==> config.mk <==
export PLATFORM = sky130hd
export DESIGN_NAME = ring_pattern_monitor
export DESIGN_NICKNAME = d
export VERILOG_FILES = /design/src/rtl/ring_pattern_monitor.sv
export SDC_FILE = /design/constraint.sdc
export NUM_CORES = 1
export LEC_CHECK = 0
export CORE_ASPECT_RATIO = 1.75
export CORE_MARGIN = 2
export CORE_UTILIZATION = 35
export DETAILED_ROUTE_END_ITERATION = 6
export HOLD_SLACK_MARGIN = 0.05
export SYNTH_ARGS = -nofsm -noshare
export SYNTH_HDL_FRONTEND = slang
export SYNTH_SLANG_ARGS = --single-unit
==> constraint.sdc <==
create_clock -name clk_i -period 2.95 [get_ports clk_i]
set_input_delay 0.59 -clock clk_i [delete_from_list [all_inputs] [get_ports clk_i]]
set_output_delay 0.59 -clock clk_i [all_outputs]
set_load 0.03 [all_outputs]
==> src/rtl/ring_pattern_monitor.sv <==
// ring_pattern_monitor: one-hot ring bus checker (position decode, direction, laps, sticky fault).
// Optional RING_MON_BOUNCE_CHECK_EN selects Knight Rider bounce rules instead of ring rules.
module ring_pattern_monitor #(
    parameter int WIDTH = 8,
    parameter int LAP_W = 8
) (
    input  logic                     clk_i,
    input  logic                     sys_rst_i,
    input  logic [WIDTH-1:0]         pattern_i,
    input  logic                     sample_i,
    input  logic                     clear_i,
    output logic [$clog2(WIDTH)-1:0] pos_o,
    output logic                     valid_o,
    output logic                     dir_o,
    output logic [LAP_W-1:0]         lap_o,
    output logic                     error_o,
    output logic [1:0]               err_code_o
);
    localparam int PW = $clog2(WIDTH);
    localparam logic [PW-1:0] TOP = PW'(WIDTH - 1);

    typedef enum logic [1:0] {ACQUIRE, TRACK, FAULT} state_t;

    state_t          state, state_n;
    logic [PW-1:0]   idx, pos_n;
    logic            seen, multi, onehot, up, dn, wrap_up, wrap_dn, bad_bounce, dir_n, lap_inc;
    logic [LAP_W-1:0] lap_n;
    logic [1:0]      code_n;

    always_comb begin
        idx   = '0;
        seen  = 1'b0;
        multi = 1'b0;
        for (int i = 0; i < WIDTH; i++) begin
            multi = multi | (seen & pattern_i[i]);
            seen  = seen | pattern_i[i];
            if (pattern_i[i]) idx = PW'(i);
        end
        onehot  = seen & ~multi;
        // with WIDTH=2 both neighbours coincide; up takes priority
        up      = idx == ((pos_o == TOP) ? '0 : pos_o + PW'(1));
        dn      = !up && idx == ((pos_o == '0) ? TOP : pos_o - PW'(1));
        wrap_up = up && pos_o == TOP;
        wrap_dn = dn && pos_o == '0;
`ifdef RING_MON_BOUNCE_CHECK_EN
        bad_bounce = wrap_up || wrap_dn || (dn != dir_o && pos_o != '0 && pos_o != TOP);
        lap_inc    = dn && idx == '0;
`else
        bad_bounce = 1'b0;
        lap_inc    = wrap_up || wrap_dn;
`endif
        state_n = state;
        pos_n   = pos_o;
        dir_n   = dir_o;
        lap_n   = lap_o;
        code_n  = err_code_o;
        if (clear_i) begin
            state_n = ACQUIRE;
            lap_n   = '0;
            code_n  = 2'd0;
        end else if (sample_i) begin
            case (state)
                ACQUIRE: if (onehot) begin
                    state_n = TRACK;
                    pos_n   = idx;
                    dir_n   = 1'b0;
                end
                TRACK: begin
                    if (!onehot) begin
                        state_n = FAULT;
                        code_n  = 2'd1;
                    end else if (idx == pos_o) begin
                        state_n = TRACK;
                    end else if (!(up || dn)) begin
                        state_n = FAULT;
                        code_n  = 2'd2;
                    end else if (bad_bounce) begin
                        state_n = FAULT;
                        code_n  = 2'd3;
                    end else begin
                        pos_n = idx;
                        dir_n = dn;
                        lap_n = (lap_inc && lap_o != '1) ? lap_o + LAP_W'(1) : lap_o;
                    end
                end
                default: state_n = state;
            endcase
        end
    end

    always_ff @(posedge clk_i or posedge sys_rst_i) begin
        if (sys_rst_i) begin
            state      <= ACQUIRE;
            pos_o      <= '0;
            dir_o      <= 1'b0;
            lap_o      <= '0;
            err_code_o <= 2'd0;
        end else begin
            state      <= state_n;
            pos_o      <= pos_n;
            dir_o      <= dir_n;
            lap_o      <= lap_n;
            err_code_o <= code_n;
        end
    end

    assign valid_o = state == TRACK;
    assign error_o = state == FAULT;
endmodule

==> reports/qor.txt <==
status = complete, no violations
WHS Endpoint = dir_o$_DFFE_PP0P_
Hold Crit Class = flip-flop to flip-flop
Synth Instances = 138
remaining antenna violation count = 0
clock sinks = 16
Post-Synth XOR/XNOR Area = 0.0352
TritonCTS Buffers = 3
mux contribution to synthesized area = 0.0342
#FFs+latches synth = 16
Sum Neg Setup Slack = 0 ns
Yosys cell types = 48
Adder-Cell Fraction of Synth Area = 0.0583
average wire per standard cell = 14.4 um
Final Hold Vio Count = 0
GRT overflow = 0
Setup CP Type = flip-flop to flip-flop
FF-to-FF setup slack = 0.17 ns
htree depth = 1
chip width = 49.1 um
sequential share of the synthesized area = 0.322
# setup viols final = 0
area grow syn2layout = 46.4%
Initial Util = 0.366
IO Count = 28
die area = 0.00407 mm^2
worst reg2reg path startpoint = pos_o[0]$_DFFE_PP0P_
area of the multi-input gates = 828 um^2
Pwr Total = 0.000675 W
largest net degree at the start of global routing = 17
Critical Path RT = 3.08 ns
Pleak = 0.755 nW
Pre-antenna DRT Iters = 4
initial DRC count = 14
Crit. End Element = flip-flop
startpoint types = flip-flop
simple-gate area share of the yosys netlist = 0.249
number of setup buffers added after CTS = 0
Compound-Gate Fraction of Synth Area = 0.265
Post-DP HPWL = 2810 um
Crit Path Max Fanout = 6
Avg Cell Area, Syn = 9.02 um^2
fin area = 0.00182 mm^2
layout net count = 212
combinational share of power = 0.404
largest family of logic cells by synthesized area = compound AO/OA/AOI/OAI gates
Max IR drop VDD = 254 uV
CTS tree = done
placed cell area = 0.00175 mm^2
antenna cell count = 0
num rows = 28
Fillers = 333
share of power burned in registers = 0.351
Clock Pin Slew Worst Setup and Hold Paths = 0.06 ns
clock latency at the later pin of the worst-skew pair = 0.25 ns
via count = 1309
highest-count cells in the layout ignoring fill and taps = clkdlybuf4s50_1 (27), buf_4 (26), dfrtp_1 (15)
GPL Wtd Cong = 0.860
I/O Buffers = 27
DR vias/cell = 5.50
reg2reg end = pos_o[1]$_DFFE_PP0P_
Worst Tran Pin Value = 0.633 ns
number of max-cap violations = 0
Yosys warning total = 0
Tcrit/Tclk final = 0.944
global-route wire length before repair = 5550 um
DR DRC count = 0
Clock Path Buffers = 2
GRT Total Usage = 0.175
clock share of power = 0.246
Sw Pwr = 0.000230 W
Mapped Area = 0.00124 mm^2
RSZ-0062 raised after global routing = false
internal power = 0.000445 W
Root Driver = clkbuf_8
Sw Share = 0.341
most area-consuming cells after synthesis = dfrtp_1 (32%), ha_1 (5.0%), a21oi_1 (4.4%), o21a_1 (3.6%), nor3_1 (3.2%)
CORE AREA = 0.00340 mm^2
Min-Delay Startpoint = dir_o$_DFFE_PP0P_
FF+latch area = 402 um^2
hold path depth = 1
Slew Limit Headroom = 0.577
critical path arrival = 2.92 ns
DIE HEIGHT = 82.9 um
post-synth top area share = 0.322
final WL = 3430 um
Clock Skew = 0.00392 ns
Peak Freq = 0.359 GHz
FF-to-FF path depth = 9
initial antenna violation count = 0
post-layout min period = 2.78 ns
syn nets = 155
post-synth top area cell = dfrtp_1
commonest non-fill, non-tap cell in the layout = clkdlybuf4s50_1
power per cell area = 370 mW/mm^2
fraction of layout instances using a drive strength above 1 = 0.212
vias in the first global route = 1277
Slew Limit Fails = 0
-- per-stage QoR --
| step | cells | util | worst slack, ns | hold WS (ns) |
|---|---|---|---|---|
| 2_1_floorplan | 138 | - | 0.147 | 0.504 |
| 3_3_place_gp | 234 | 0.515 | -0.0802 | 0.523 |
| 3_5_place_dp | 234 | 0.515 | -0.158 | 0.534 |
| 4_1_cts | 237 | 0.528 | 0.0600 | 0.549 |
| 5_1_grt | 238 | 0.536 | 0.00741 | 0.588 |
| 6_report | 238 | 0.536 | 0.165 | 0.545 |
-- cell type report --
| cell class | count | area share |
|---|---|---|
| Multi-Input combinational cell | 113 | 0.454 |
| Timing Repair Buffer | 53 | 0.255 |
| Sequential cell | 16 | 0.220 |
| Tap cell | 45 | 0.0309 |
| Clock buffer | 3 | 0.0226 |
| Inverter | 8 | 0.0165 |
-- worst max-delay path by stage --
stage	startpoint	end	slack, ns	depth (start not counted)
floorplan	pos_o[0]$_DFFE_PP0P_	lap_o[4]$_DFFE_PP0P_	0.15	10
CTS	pos_o[0]$_DFFE_PP0P_	lap_o[7]$_DFFE_PP0P_	0.06	9
finish	pos_o[0]$_DFFE_PP0P_	pos_o[1]$_DFFE_PP0P_	0.17	9
detailed placement	pattern_i[3]	pos_o[1]$_DFFE_PP0P_	-0.16	9
global placement	pattern_i[3]	pos_o[2]$_DFFE_PP0P_	-0.08	9
global route	pattern_i[5]	pos_o[1]$_DFFE_PP0P_	0.007	8
-- flip-flops by register name, indices dropped and copies added (netlist names) --
name        cells
lap_o           8
pos_o           3
dir_o           1
err_code_o      2
state           2
-- critical path, cell delays in order (launching register included) --
cell     delay, ns
dfrtp_2       0.45
ha_1          0.21
ha_1          0.32
or4b_1        0.44
o22a_1        0.19
o31a_1        0.16
a21oi_4       0.20
o21ai_1       0.12
a21oi_2       0.24
mux2_1        0.35
-- cells in the mapped netlist, drive strengths merged --
cell / number
o21a: 6
maj3: 1
a22o: 2
clkbuf: 1
nand4b: 2
o211a: 1
mux2: 2
o221ai: 1
nand2b: 2
ha: 5
a21oi: 13
nand3: 6
o31a: 2
a41oi: 1
a211oi: 1
o21ai: 8
o22a: 1
nor3: 8
nand3b: 1
a31o: 2
nor2b: 3
nor2: 10
o2111ai: 2
o211ai: 2
xor2: 2
a21o: 1
nor4: 2
o31ai: 1
nand4: 1
buf: 1
dfrtp: 16
or4b: 1
o32ai: 1
xnor2: 3
and3: 1
nor3b: 1
nor4b: 1
mux2i: 2
inv: 8
nand2: 7
or3: 6
-- timing repair --
item / in CTS / in global routing
setup endpoints to repair: 0 / 8
gates resized for setup: 0 / 4
hold buffers: 0 / 0
-- kinds of logic (layout without fill, tap and decap cells) --
kind of cell | count (synthesis) | count (layout)
compound gates | 45 | 46
xor+xnor | 5 | 5
fa+ha+maj | 6 | 6
buf+inv | 10 | 64
flops | 16 | 16
mux | 4 | 4
simple gates | 52 | 52
-- power by group through the flow --
stage | clock (W) | sequential [W] | combinational, W
4_1_cts | 0.000169 | 0.000237 | 0.000262
2_1_floorplan | 0 | 0.000256 | 0.000124
3_3_place_gp | 0 | 0.000240 | 0.000254
5_1_grt | 0.000179 | 0.000238 | 0.000295
6_report | 0.000166 | 0.000237 | 0.000273
3_5_place_dp | 0 | 0.000240 | 0.000261
-- routing by layer --
metal	GRT usage	vias to the layer above	part of all wire	wire (um)
met5	0	-	0	0
met3	0.0144	15	0.028	96
met4	0.140	0	0.060	205
li1	-	640	-	-
met2	0.342	40	0.55	1890
met1	0.152	614	0.36	1240
Power figures use the tool's default switching activity.
